**src/rtl/dma_pkg.sv**
```systemverilog
// Shared widths and fetch-state encoding for the DMA read engine.
// Imported by dma_reader and dma_rd_fifomem.
package dma_pkg;

    localparam int DMA_LEN_W  = 16;
    localparam int DMA_ADDR_W = 32;

    typedef enum logic {
        IDLE = 1'b0,
        REQ  = 1'b1
    } fetch_state_t;

endpackage

```
**src/rtl/dma_rd_fifomem.sv**
```systemverilog
// Word storage for the DMA read FIFO.
// Synchronous write port, asynchronous read port.
module dma_rd_fifomem
    import dma_pkg::*;
#(
    parameter int WORDS = 16,
    parameter int AW    = $clog2(WORDS)
) (
    input  logic                  clk,
    input  logic                  we,
    input  logic [AW-1:0]         waddr,
    input  logic [DMA_ADDR_W-1:0] wdata,
    input  logic [AW-1:0]         raddr,
    output logic [DMA_ADDR_W-1:0] rdata
);

    logic [DMA_ADDR_W-1:0] mem [WORDS];

    always_ff @(posedge clk) begin
        if (we) begin
            mem[waddr] <= wdata;
        end
    end

    assign rdata = mem[raddr];

endmodule

```
**src/rtl/dma_reader.sv**
```systemverilog
// Single-outstanding-read DMA engine feeding a FIFO toward a sink.
// Optional abort input when DMA_READER_ABORT_EN is defined.
module dma_reader
    import dma_pkg::*;
#(
    parameter int FIFO_WORDS = 16
) (
    input  logic                  clk,
    input  logic                  reset_n,
    input  logic [DMA_ADDR_W-1:0] src_addr,
    input  logic [DMA_LEN_W-1:0]  len,
    input  logic                  run,
`ifdef DMA_READER_ABORT_EN
    input  logic                  abort,
`endif
    output logic                  done,
    output logic [DMA_ADDR_W-1:0] mem_addr,
    output logic                  mem_rd,
    input  logic [DMA_ADDR_W-1:0] mem_data,
    input  logic                  mem_rdy,
    output logic [DMA_ADDR_W-1:0] dst_data,
    output logic                  dst_valid,
    input  logic                  dst_ack
);

    localparam int AW = $clog2(FIFO_WORDS);
    localparam logic [AW:0] DEPTH = (AW+1)'(FIFO_WORDS);
    localparam logic [AW:0] PTR_ONE = (AW+1)'(1);
    localparam logic [DMA_LEN_W-1:0] LEN_ONE = DMA_LEN_W'(1);

    fetch_state_t         state;
    logic [DMA_LEN_W-1:0] words_left_mem;
    logic [DMA_LEN_W-1:0] words_left_dst;
    logic [AW:0]          wr_ptr;
    logic [AW:0]          rd_ptr;
    logic [AW:0]          occ;
    logic                 rd_hit;
    logic                 push;
    logic                 pop;
    logic                 start;
    logic                 unused_bits;

    assign unused_bits = ^src_addr[1:0];
    assign occ         = wr_ptr - rd_ptr;
    assign done        = (words_left_dst == '0);
    assign dst_valid   = (occ != '0);
    assign pop         = dst_valid && dst_ack;
    assign rd_hit      = (state == REQ) && mem_rdy;
    assign start       = done && run;

`ifdef DMA_READER_ABORT_EN
    logic abort_pend;
    logic kill;

    // In REQ the outstanding read must land before the engine can stop.
    assign kill = ((state == IDLE) && abort)
               || (rd_hit && (abort || abort_pend));
    assign push = rd_hit && !kill;

    always_ff @(posedge clk) begin
        if (!reset_n) begin
            abort_pend <= 1'b0;
        end else if (kill) begin
            abort_pend <= 1'b0;
        end else if ((state == REQ) && abort) begin
            abort_pend <= 1'b1;
        end
    end
`else
    assign push = rd_hit;
`endif

    always_ff @(posedge clk) begin
        if (!reset_n) begin
            state          <= IDLE;
            mem_rd         <= 1'b0;
            mem_addr       <= '0;
            words_left_mem <= '0;
            words_left_dst <= '0;
            wr_ptr         <= '0;
            rd_ptr         <= '0;
`ifdef DMA_READER_ABORT_EN
        end else if (kill) begin
            state          <= IDLE;
            mem_rd         <= 1'b0;
            words_left_mem <= '0;
            words_left_dst <= '0;
            wr_ptr         <= '0;
            rd_ptr         <= '0;
`endif
        end else begin
            if (done) begin
                wr_ptr <= '0;
                rd_ptr <= '0;
            end else begin
                if (push) wr_ptr <= wr_ptr + PTR_ONE;
                if (pop)  rd_ptr <= rd_ptr + PTR_ONE;
            end

            if (start) begin
                mem_addr       <= {src_addr[31:2], 2'b00};
                words_left_mem <= len;
                words_left_dst <= len;
            end else begin
                if (push) begin
                    words_left_mem <= words_left_mem - LEN_ONE;
                    mem_addr[31:2] <= mem_addr[31:2] + 30'd1;
                end
                if (pop) begin
                    words_left_dst <= words_left_dst - LEN_ONE;
                end
            end

            // A fresh start goes straight to REQ so the first read
            // issues in the cycle right after acceptance.
            case (state)
                IDLE: begin
                    if ((words_left_mem != '0 && occ < DEPTH)
                        || (start && len != '0)) begin
                        state  <= REQ;
                        mem_rd <= 1'b1;
                    end
                end
                REQ: begin
                    if (mem_rdy) begin
                        state  <= IDLE;
                        mem_rd <= 1'b0;
                    end
                end
                default: begin
                    state  <= IDLE;
                    mem_rd <= 1'b0;
                end
            endcase
        end
    end

    dma_rd_fifomem #(
        .WORDS (FIFO_WORDS)
    ) u_mem (
        .clk   (clk),
        .we    (push),
        .waddr (wr_ptr[AW-1:0]),
        .wdata (mem_data),
        .raddr (rd_ptr[AW-1:0]),
        .rdata (dst_data)
    );

endmodule

```
**config.mk**
```make
export PLATFORM = sky130hd
export DESIGN_NAME = dma_reader
export DESIGN_NICKNAME = d
export VERILOG_FILES = /design/src/rtl/dma_pkg.sv /design/src/rtl/dma_rd_fifomem.sv /design/src/rtl/dma_reader.sv
export SDC_FILE = /design/constraint.sdc
export NUM_CORES = 1
export LEC_CHECK = 0
export BUFFER_PORTS_ARGS = -buffer_cell sky130_fd_sc_hd__buf_2
export CAP_MARGIN = 10
export CORE_ASPECT_RATIO = 1.1
export CORE_MARGIN = 10
export CORE_UTILIZATION = 45
export CTS_CLUSTER_DIAMETER = 30
export CTS_CLUSTER_SIZE = 28
export DETAILED_ROUTE_END_ITERATION = 10
export HOLD_SLACK_MARGIN = 0.15
export RECOVER_POWER = 100
export SETUP_SLACK_MARGIN = 0.05
export SLEW_MARGIN = 20
export SYNTH_ARGS = -nofsm -noshare
export SYNTH_HDL_FRONTEND = slang
export SYNTH_SLANG_ARGS = --single-unit
```
**constraint.sdc**
```tcl
create_clock -name clk -period 6 [get_ports clk]
set_clock_uncertainty 0.15 [all_clocks]
set_input_delay 0.9 -clock clk [delete_from_list [all_inputs] [get_ports clk]]
set_output_delay 0.9 -clock clk [all_outputs]
set_load 0.02 [all_outputs]
```
* Word level (Yosys, flattened, before mapping) *
Memories as Yosys holds them, arrays and structs flattened. A register that Yosys moved wholly into a read port is not among the register bits.
Cells that the tools add are included.

word-level totals
  bits in writable memories = 512
  ROM bits = 0
  logic and storage cells = 49
  bits in latches = 0
  memories = 1
  bits in registers = 74

memory list
  name       words  bits a word  rd ports  clocked after memory_dff  write ports  RTL line              source
  u_mem.mem  16     32           1         1                         1            dma_rd_fifomem.sv:17  logic [DMA_ADDR_W-1:0] mem [WORDS];

cells by class
  $add $sub $neg = 6
  multiply operators = 0
  equal/unequal tests = 2
  bitwise operators = 2
  reductions and logical operators = 14
  multiplexer cells = 16
  shifts and indexed selects = 0
  magnitude comparators = 1
  divide/modulo/power cells = 0

operator list
  cell                                                                  count
  16-bit 2-to-1 mux                                                     4
  30-bit 2-to-1 mux                                                     2
  16-bit nonzero test                                                   2
  16-bit by 1-bit subtractor with 16-bit output, second input constant  2
  30-bit by 1-bit adder with 30-bit output, second input constant       1
  16-bit logical NOT                                                    1
  5-bit by 1-bit adder with 5-bit output, second input constant         2
  4-bit 2-to-1 mux                                                      2
  1-bit 2-to-1 mux                                                      6
  1-bit logical AND                                                     5
  5-bit less-than comparator, second input constant                     1
  5-bit nonzero test                                                    1
  5-bit subtractor                                                      1
  2-bit != test, second input constant                                  2
  1-bit one-hot mux with 2 select lines                                 2
  2-bit nonzero test                                                    2
  1-bit inverter                                                        2
  2-bit AND reduction                                                   1
  2-bit OR reduction                                                    1
  1-bit logical OR                                                      1

* Longest topological paths before layout *
Gate-level depths: netlist of the first run.

  word-level depth = 6
  gate-level depth with buffers = 9
  mapped depth without buffers = 8

* Modules after synthesis *
Synthesis of the first run repeated with hierarchy kept, for this count alone.

unflattened totals
  cells, all modules = 1281
  area, all modules = 23242.3 um2

modules (own cells, without submodules)
  module          sequential area each (um2)  cells an instance  times used  area each (um2)
  dma_rd_fifomem  15374.7                     806                1           19213.4
  dma_reader      1481.4                      475                1           4028.9

* Least setup slack after synthesis of the first run *
OpenSTA, ideal clock, no wires.

  kind = in2reg
  start = input port mem_rdy
  end = memory u_mem.mem[0][0], enable pin
  data arrival time = 3.941 ns
  cell stages on the path = 5
  required time = 5.389 ns
  path slack = 1.448 ns
  buffers on the path = 2
  setup time = 0.461 ns
  path through = and2_1 > clkbuf_1 > clkbuf_1 > nand2_1 > nor3_1

on the way
  longest elaborated chain between the ends = 3

ends and longest elaborated chain
  what                                    RTL line              source
  from (decl)                             dma_reader.sv:20      input logic mem_rdy,
  1-bit logical AND                       dma_reader.sv:48      assign rd_hit = (state == REQ) && mem_rdy;
  1-bit 2-to-1 mux                        dma_rd_fifomem.sv:20  if (we) begin
  1-bit 2-to-1 mux (implied by the code)  dma_rd_fifomem.sv:21  mem[waddr] <= wdata;
  to (decl)                               dma_rd_fifomem.sv:17

Every way passes these cells.

==> results of run 1 <==
[stage by stage]
stage,power [mW],util (%),hold slack (ns)
finish,13.1,55.7,0.345
global route,13.6,55.7,0.351
CTS,13.3,56.2,0.327
detailed placement,6.94,48.7,0.333
global placement,6.91,48.7,0.308
floorplan,6.34,-,0.292
[flip-flops by register name, indices dropped and copies added, names as in the netlist, named ones only]
name	flops
words_left_mem	16
u_mem.mem	512
mem_addr	30
mem_rd	1
rd_ptr	5
state	1
wr_ptr	5
words_left_dst	16
[cells by family (layout without fill, tap and decap cells)]
family | Yosys count | in the layout | share of synthesized area [%]
and+or+nand+nor | 189 | 189 | 4.22
DFF | 590 | 590 | 72.7
AOI/OAI and AO/OA | 118 | 118 | 3.20
muxes | 161 | 161 | 15.5
xor gates and xnor gates | 57 | 57 | 2.21
adders and majority gates | 14 | 14 | 0.752
other | 1 | 2 | 0.0161
buffers and inverters | 79 | 395 | 1.38
[how the worst max path moves through the flow]
stage	start	endpoint	slack, ns	cells past startpoint
floorplan	mem_rdy	u_mem.mem[0][0]	1.45	5
finish	flip-flop	dst_data[2]	1.22	4
global placement	flip-flop	dst_data[28]	2.25	4
CTS	flip-flop	dst_data[5]	1.56	4
detailed placement	flip-flop	dst_data[5]	2.25	4
global route	state	u_mem.mem[13][16]	0.90	4
[synthesized netlist by cell type, types with 7 or more instances]
| cell | instances |
|---|---|
| o21ai_0 | 36 |
| and3_1 | 7 |
| xnor2_1 | 30 |
| nor4_1 | 12 |
| clkbuf_1 | 39 |
| edfxtp_1 | 512 |
| o211a_1 | 15 |
| mux4_2 | 160 |
| buf_1 | 15 |
| nand2b_1 | 7 |
| nand3_1 | 15 |
| inv_1 | 17 |
| a211oi_1 | 7 |
| nand2_1 | 43 |
| nor3_1 | 11 |
| xor2_1 | 26 |
| ha_1 | 14 |
| nor2_1 | 47 |
| nand4_1 | 14 |
| a21oi_1 | 41 |
| dfxtp_1 | 78 |
[per-layer routing]
layer / vias to the layer above / global-route usage, % / share of wire [%]
met5: - / 0 / 0.069
met4: 6 / 6.00 / 2.0
met3: 85 / 4.39 / 7.1
met2: 388 / 27.4 / 49
met1: 6270 / 22.0 / 42
li1: 5418 / - / -
[power by group through the flow]
stage          sequential [mW]  combinational [mW]  clock, mW
2_1_floorplan             5.07                1.27          0
3_3_place_gp              5.03                1.88          0
3_5_place_dp              5.04                1.90          0
4_1_cts                   4.97                1.90       6.40
5_1_grt                   5.01                1.99       6.60
6_report                  4.97                1.81       6.29
[placed cells by master, fill, tap and decap left out, types with 19 or more instances in the layout]
master,instances
a21oi_1,41
buf_2,57
clkbuf_1,115
clkbuf_16,111
clkinv_2,20
clkinvlp_4,19
dfxtp_1,74
edfxtp_1,512
mux4_2,160
nand2_1,43
nor2_1,43
o21ai_0,36
xnor2_1,30
xor2_1,26
[cell type report]
cell class,count,area [um^2]
clock buffers,119,2810
clock inverters,87,1070
fillers,3940,22700
inverters,17,63.8
multi-input cells,541,6060
flip-flops and latches,590,16900
well taps,667,835
repair buffers,172,772
[worst max-delay path: stages (launching register included)]
cell	delay [ns]
dfxtp_2	1.25
buf_4	0.52
mux4_2	0.57
mux4_2	0.47
clkbuf_1	0.27
==> key figures, run 1 <==
Global route
  – Total track usage: 17.0%
  – Vias in the first global route: 13340
  – Grt total ovfl: 0
  – Initial antenna violation count: 3
  – Largest net degree at the start of global routing: 65
  – First-pass GRT wire length: 80.0 mm

Die
  – Rows: 87
  – Die width: 237 um
  – Ports: 152
  – Initial Util: a little under half
  – Die ar.: 61300 um^2
  – CORE AREA: 51300 um^2
  – DIE HEIGHT: about 260 um

Synth
  – Syn Area/Cell: 19.3 um^2
  – Sequential share of the synthesized area: 72.7%
  – Synth top area cells: edfxtp_1, mux4_2, dfxtp_1
  – Ys flop type: edfxtp_1
  – Leading area contributor after synthesis: edfxtp_1
  – Ys async rst share: 0%
  – Yosys Warn Count: 0
  – Post-synth EDFFs: 512
  – Top-area cell type share of the netlist area: 66.0%
  – Seq cells post-synth: 590
  – Synthesized netlist cell count: 1209
  – Synth Cell Area: between 20000 and 25000 um^2
  – Netlist cell types: 52

Placed design
  – GPL Wtd Cong: 0.804
  – Post-DP Area: 24900 um^2
  – Placed Cells: 1987
  – Setup WS pre-CTS: 2.25 ns
  – Post-DP HPWL: around 29 mm
  – Number of port buffers: 147

Power
  – Clk pwr share: 48.1%
  – Lkg Pwr: 9.25 nW
  – Psw: 3.41 mW
  – Switching part of the total: a little over a quarter
  – Sequential power share: a little under two fifths
  – Int Pwr: 9.66 mW
  – Comb pwr share: 13.8%
  – Max VDD drop: 279 uV
  – Pwr dens: 458 nW/um^2

Hold path
  – Cell count of the worst hold path: 1
  – Worst Hold Class: flip-flop to flip-flop
  – Hold endpoint: words_left_dst[11]
  – Worst min-delay path startpoint: words_left_dst[11]

Outcome
  – Status: finished, violations left
  – Violated checks: capacitance limit, slew limit

Clocking
  – Clock Sink Count: a little under 600
  – CTS Root Cell: clkbuf_16
  – CTS buffer count: 109
  – Clock latency on the worst-skew pair: around 0.63 ns
  – Post-CTS Setup Repair Bufs: 0
  – Cts hold-fix bufs: 0
  – CTS Buffer Depth: 3
  – Worst-path clk slew: 0.05 ns
  – Post-cts gate resize count: 0
  – H-tree levels: 3
  – CTS tree: built

Timing
  – Max Slew Vio Count: 496
  – F_max: 0.209 GHz
  – Worst-Margin Slew: 3.01 ns
  – Setup repair after global routing missed its margin: no
  – Final setup violation count: 0
  – Worst slew margin: -100%
  – Period minus WS final: 4.78 ns
  – Final setup TNS: 0 ns
  – Final Hold Viols: 0
  – Final worst slack: around 1.2 ns
  – Tcrit/Tclk final: 79.7%

Final layout
  – Non-filler cells, final: 2193
  – Nets: 1530
  – Layout cells sized above 1: between 20% and 30%
  – N_diodes: 0
  – Area growth syn-to-layout: 22.6%
  – Post-route cell area: roughly 29000 um^2

Run
  – Maxcap violations: 18

Drt
  – Residual DRC: 0
  – Post-route ant nets: 0
  – DRT Wirelength: 51.9 mm
  – DRT iter0 DRCs: 842
  – Via/cell ratio: 5.55
  – DR pass1 iterations: 5
  – Vias: 12167
  – WL/cell: 23.6 um

Setup path
  – Crit path kind: flip-flop to output port
  – Startpoint Class: flip-flop
  – Max FO, Critical Path: 37
  – CP required: 4.95 ns
  – R2R cell count: 4
  – Reg2Reg Setup Slack: 1.24 ns
  – Worst R2R End: u_mem.mem[6][19]
  – CP Capture Type: output port
  – Crit path DAT: 3.73 ns
  – Reg-to-Reg Start: state
Note: power is estimated with default switching activity, not from simulation.
==> inputs of run 2 (changes only) <==
- clock period: 6 -> 4.3 ns (I/O delays scaled with it)
==> key figures, run 2 (synthesis gave the netlist of run 1 again) <==
Outcome
  – Status: finished, violations left
  – Violated checks: capacitance limit, slew limit

Setup path
  – CP Capture Type: flip-flop
  – Critical path depth in cells: 4 (unchanged)
  – Startpoint Class: flip-flop
  – Crit path DAT: 4.01 ns (+0.28 ns)
  – Crit path kind: flip-flop to flip-flop
  – Worst-path cell chain: and2_0, nand2_1, nor2_1, clkbuf_2
  – CP required: 4.42 ns (-0.53 ns)
  – Max FO, Critical Path: 17 (-54%)
  – R2R cell count: 4 (unchanged)
  – Max stage delay cell, worst path: nor2_1
  – CP max stage delay: 1.32 ns (+0.07 ns)
  – CP delay by family, top: simple AND/OR/NAND/NOR gates
  – Worst Path Buf+Inv: 1 (-1)

Timing
  – Tcrit/Tclk final: slightly above 90%
  – Worst-Margin Slew: 1.66 ns (-1.35 ns)
  – Max Slew Vio Count: 14 (-97%)
  – F_max: 0.257 GHz
  – Setup repair after global routing missed its margin: no
  – Final setup TNS: 0 ns (unchanged)
  – Period minus WS final: 3.89 ns
  – Worst slew margin: -11.0% (+89 points)
  – Final setup violation count: 0 (unchanged)
  – WHS: 0.185 ns (-0.160 ns)
  – Final Hold Viols: 0 (unchanged)

Power
  – Pwr dens: 638 nW/um^2 (+39%)
  – Max VDD drop: 441 uV (+58%)
  – Lkg Pwr: 9.54 nW (+3.2%)

Global route
  – Grt total ovfl: 0 (unchanged)
  – First-pass GRT wire length: 81.5 mm (+1.9%)
  – Vias in the first global route: 13432 (+0.69%)
  – Initial antenna violation count: 3 (unchanged)
  – Total track usage: 17.5% (+0.45 points)
  – Largest net degree at the start of global routing: 53 (-18%)

Clocking
  – H-tree levels: 3 (unchanged)
  – CTS buffer count: 114 (+4.6%)
  – Cts hold-fix bufs: 28 (+28)
  – CTS Buffer Depth: 3 (unchanged)
  – Clock latency on the worst-skew pair: 0.64 ns (about the same)
  – Clock Sink Count: 590 (unchanged)
  – CTS tree: built
  – CTS Root Cell: clkbuf_16
  – Post-cts gate resize count: 0 (unchanged)
  – Worst-path clk slew: 0.05 ns (about the same)
  – Post-CTS Setup Repair Bufs: 0 (unchanged)

Placed design
  – GPL Wtd Cong: 0.815 (+1.3%)
  – Post-DP HPWL: 30.0 mm (+5.3%)
  – Number of port buffers: 147 (unchanged)

Die
  – Die ar.: 61300 um^2 (unchanged)
  – DIE HEIGHT: 259 um (unchanged)
  – Rows: 87 (unchanged)
  – Ports: 152 (unchanged)
  – Initial Util: 45.4% (unchanged)
  – Die width: 237 um (unchanged)
  – CORE AREA: 51300 um^2 (unchanged)

Final layout
  – Largest registers: u_mem.mem: 512 flops, mem_addr: 30 flops
  – Area of the multi-input gates: 6070 um^2 (+0.27%)
  – Most frequent cells in the layout: edfxtp_1, mux4_2, clkbuf_16
  – Leading cell type in the layout, fill and taps excluded: edfxtp_1
  – Largest register by flop count: u_mem.mem
  – Layout fillers: 3907 (-0.84%)
  – Layout cells sized above 1: 28.7% (+0.56 points)
  – Nets: 1571 (+2.7%)
  – Area growth syn-to-layout: 25.0%
  – Finished Core Util: 56.8% (+1.1 points)
  – Storage cell area: 16900 um^2 (about the same)
  – Number of flip-flops under the largest register name: 512 (unchanged)

Drt
  – Via/cell ratio: 5.55 (about the same)
  – DR pass1 iterations: 5 (unchanged)
  – WL/cell: 23.9 um (+1.0%)
  – Post-route ant nets: 0 (unchanged)
  – Residual DRC: 0 (unchanged)
  – Vias: 12394 (+1.9%)
  – DRT iter0 DRCs: 942 (+12%)
  – DRT Wirelength: 53.4 mm (+2.9%)

Hold path
  – Cell count of the worst hold path: 3 (+2)
  – Worst Hold Class: input port to flip-flop

Run
  – Maxcap violations: 1 (-17)
## run 2: changes by cell type in the layout (fill, tap and decap cells not counted), sizes merged
cell,previous run,this run
buf,65,71
bufinv,18,21
clkbuf,226,235
clkinv,38,44
clkinvlp,19,11
diode,0,1
dlygate4sd3,0,28
inv,29,25
## run 2: area by class of cell
| cell class | count | area share, % |
|---|---|---|
| sequential | 590 | 58.2 |
| clock inverter | 84 | 3.69 |
| clock buffer | 126 | 10.1 |
| timing repair buffer | 208 | 4.05 |
| antenna | 1 | 0.00860 |
| tap | 667 | 2.87 |
| inverter | 17 | 0.219 |
| multi-input combinational | 541 | 20.9 |
## run 2: tightest hold or removal path: cells and delay by family
kind            cells  cell delay [ns]
buf+inv             1             0.07
compound gates      2             0.20
## run 2: path summary, 6_finish.rpt
check / end / slack [ns] / from
min: mem_addr[17] / 0.18 / src_addr[17]
max reg2reg: u_mem.mem[4][6] / 0.41 / state
min reg2reg: words_left_dst[11] / 0.33 / words_left_dst[11]
max: u_mem.mem[4][6] / 0.41 / state
## run 2: routing by layer
layer	track usage (%)	wire length (um)	up-vias
li1	-	-	5502
met1	21.8	21800	6417
met2	29.2	27200	390
met3	4.60	3420	79
met4	5.58	889	6
met5	0	42	-
## run 2: power breakdown
| group | internal [mW] | leakage, nW | switching, mW | total (mW) |
|---|---|---|---|---|
| logic | 1.11 | 2.37 | 1.49 | 2.60 |
| registers | 6.58 | 5.25 | 0.338 | 6.92 |
| clock network | 6.16 | 1.93 | 2.91 | 9.06 |
| total | 13.8 | 9.54 | 4.73 | 18.6 |
## run 2: metrics by stage
step | total power, mW | instances | cell area, um^2 | worst slack, ns
floorplan | 8.85 | 1210 | 23300 | 0.317
global placement | 9.66 | 1995 | 25100 | 1.06
detailed placement | 9.70 | 1995 | 25100 | 1.00
CTS | 18.9 | 2233 | 29400 | 0.457
global route | 19.4 | 2233 | 29100 | 0.195
finish | 18.6 | 2234 | 29100 | 0.407
==> inputs of run 3 (changes only) <==
- ABC_AREA: not set -> 1
- CELL_PAD_IN_SITES_DETAIL_PLACEMENT: not set -> 0
- CELL_PAD_IN_SITES_GLOBAL_PLACEMENT: not set -> 1
- PLACE_DENSITY_LB_ADDON: not set -> 0.1
==> key figures, run 3 <==
Outcome
  – Status: finished, violations left
  – Violated checks: capacitance limit, slew limit

Synth
  – Post-synthesis mux area share: 5.01% (-11 points)
  – Ys async rst share: 0% (unchanged)
  – Seq cells post-synth: 590 (unchanged)
  – Top-area cell type share of the netlist area: 60.1% (-5.9 points)
  – Sequential share of the synthesized area: 66.2% (-6.5 points)
  – Combinational family with the most area after synthesis: compound AO/OA/AOI/OAI gates
  – Syn Area/Cell: 11.6 um^2 (-40%)
  – Netlist cell types: 46 (-12%)
  – Leading area contributor after synthesis: edfxtp_1
  – Top cells by count, synth: edfxtp_1, nand2_1, inv_1
  – Yosys Warn Count: 0 (unchanged)
  – Most common cell in the netlist: edfxtp_1
  – Synth Area in XOR/XNOR: 0.822% (-1.4 points)
  – Compound-Gate Fraction of Synth Area: 11.6% (+8.4 points)
  – Post-Synth Simple-Gate Area: 9.91% (+5.7 points)
  – Synthesized netlist cell count: 2208 (+83%)
  – Ys flop type: edfxtp_1
  – Post-synth EDFFs: 512 (unchanged)
  – Adder-cell share of the synthesized area: 0.685% (-0.067 points)
  – Synth Cell Area: 25600 um^2 (+9.8%)
  – Synth top area cells: edfxtp_1, dfxtp_1, mux2i_1

Clocking
  – H-tree levels: 3 (unchanged)
  – CTS buffer count: 120 (+5.3%)
  – CTS Buffer Depth: 3 (unchanged)
  – Worst-path clk slew: 0.04 ns (about the same)
  – Clock Sink Count: 590 (unchanged)
  – CTS tree: built
  – Clock latency on the worst-skew pair: 0.66 ns (+0.02 ns)
  – CTS Root Cell: clkbuf_16
  – Post-CTS Setup Repair Bufs: 0 (unchanged)

Setup path
  – Worst-path cell chain: clkbuf_2, o211ai_1, nand3_1, nand2_1, clkbuf_1
  – Startpoint Class: flip-flop
  – Crit path kind: flip-flop to output port
  – Max stage delay cell, worst path: clkbuf_2
  – CP delay by family, top: buffers and inverters
  – CP Capture Type: output port
  – CP required: 3.50 ns (-0.92 ns)
  – CP max stage delay: 0.94 ns (-0.38 ns)
  – Worst Path Buf+Inv: 2 (+1)
  – Max FO, Critical Path: 41 (+24)
  – Crit path DAT: 3.03 ns (-0.98 ns)

Drt
  – DRT Wirelength: 66.3 mm (+24%)
  – DRT iter0 DRCs: 1228 (+30%)
  – Via/cell ratio: 5.30 (-4.5%)
  – Vias: 17258 (+39%)
  – Post-route ant nets: 0 (unchanged)
  – DR pass1 iterations: 5 (unchanged)
  – Residual DRC: 0 (unchanged)
  – WL/cell: 20.4 um (-15%)

Global route
  – First-pass GRT wire length: 102 mm (+25%)
  – Grt total ovfl: 0 (unchanged)
  – Initial antenna violation count: 3 (unchanged)
  – Vias in the first global route: 17477 (+30%)
  – Largest net degree at the start of global routing: 129 (+140%)
  – Total track usage: 19.8% (+2.3 points)

Power
  – Max VDD drop: 355 uV (-20%)
  – Pwr dens: 664 nW/um^2 (+4.0%)
  – Lkg Pwr: 11.2 nW (+17%)

Timing
  – Worst-Margin Slew: 2.45 ns (+0.787 ns)
  – Final setup violation count: 0 (unchanged)
  – Period minus WS final: 3.82 ns (-0.0704 ns)
  – Final setup TNS: 0 ns (unchanged)
  – Worst slew margin: -63.7% (-53 points)
  – Final Hold Viols: 0 (unchanged)
  – Tcrit/Tclk final: 88.9% (-1.6 points)
  – Max Slew Vio Count: 101 (+87)
  – Setup repair after global routing missed its margin: no
  – F_max: 0.262 GHz (+1.8%)
  – Final worst slack: 0.477 ns (+0.0704 ns)

Run
  – Maxcap violations: 7 (+6)

Final layout
  – Leading cell type in the layout, fill and taps excluded: edfxtp_1
  – Nets: 2513 (+60%)
  – Area growth syn-to-layout: 22.0%
  – Most frequent cells in the layout: edfxtp_1, nand2_1, inv_1
  – Largest registers: u_mem.mem: 512 flops, mem_addr: 30 flops
  – Finished Core Util: 55.6% (-1.2 points)
  – Largest register by flop count: u_mem.mem
  – Layout cells sized above 1: 12.2% (-17 points)
  – Number of flip-flops under the largest register name: 512 (unchanged)

Die
  – DIE HEIGHT: 270 um (+4.4%)
  – Initial Util: 45.5% (+0.12 points)
  – Die width: 247 um (+4.4%)
  – Ports: 152 (unchanged)
  – Die ar.: 66800 um^2 (+9.0%)
  – Rows: 91 (+4.6%)
  – CORE AREA: 56100 um^2 (+9.5%)

Placed design
  – Number of port buffers: 147 (unchanged)
  – Setup WS pre-CTS: 1.29 ns (+0.283 ns)
  – Post-DP HPWL: 37.3 mm (+24%)
  – GPL Wtd Cong: 0.813 (-0.18%)

Hold path
  – Worst Hold Class: input port to flip-flop
## run 3: repair_timing
action	CTS	global route
hold buffers	18	0
resized for setup	0	0
endpoints found under the hold margin	18	0
## run 3: worst paths after layout
| check | slack [ns] | cells after the start | start | to |
|---|---|---|---|---|
| setup reg to reg | 0.55 | 5 | state | u_mem.mem[14][10] |
| hold reg to reg | 0.32 | 2 | mem_rd | mem_rd |
| setup / recovery | 0.48 | 5 | flip-flop | dst_data[20] |
| hold / removal | 0.18 | 5 | src_addr[28] | mem_addr[28] |
## run 3: per-layer routing
layer / GRT usage [%] / vias up / routed length, um
met5: 0 / - / 31
met1: 24.6 / 8370 / 28000
met3: 3.39 / 104 / 3200
li1: - / 8351 / -
met2: 33.6 / 429 / 33400
met4: 7.66 / 4 / 1710
## run 3: area by class of cell
cell class,count,area [um^2]
antenna,1,2.50
clock inverter,79,942
timing repair buffer,201,1140
sequential,590,16900
inverter,232,881
tap,744,931
multi-input combinational,1269,7160
clock buffer,141,3190
fill,4774,24900
## run 3: kinds of logic after synthesis
| logic type | Yosys count |
|---|---|
| XOR/XNOR | 24 |
| flip-flops | 590 |
| buffers and inverters | 350 |
| adder cells (fa/ha/maj) | 14 |
| multiplexers | 128 |
| AND/OR/NAND/NOR | 586 |
| other | 1 |
| AO/OA/AOI/OAI | 515 |
## run 3: worst min-delay path, stage by stage
cell and delay (ns):
buf_2 0.08, nand2_1 0.05, nand2_1 0.06, a21oi_1 0.04, nor2_1 0.07
## run 3: through the flow
stage,power (mW),std cells,instance area [um^2],hold slack (ns)
finish,20.7,3257,31200,0.180
global route,21.8,3257,31200,0.190
CTS,21.0,3256,31500,0.154
detailed placement,11.6,3018,27200,0.306
global placement,11.6,3018,27200,0.306
floorplan,10.3,2209,25600,0.308
## run 3: power by group
group	total [mW]	switching, mW	internal (mW)
logic	4.51	3.01	1.50
registers	6.90	0.355	6.55
clock network	9.28	2.96	6.33
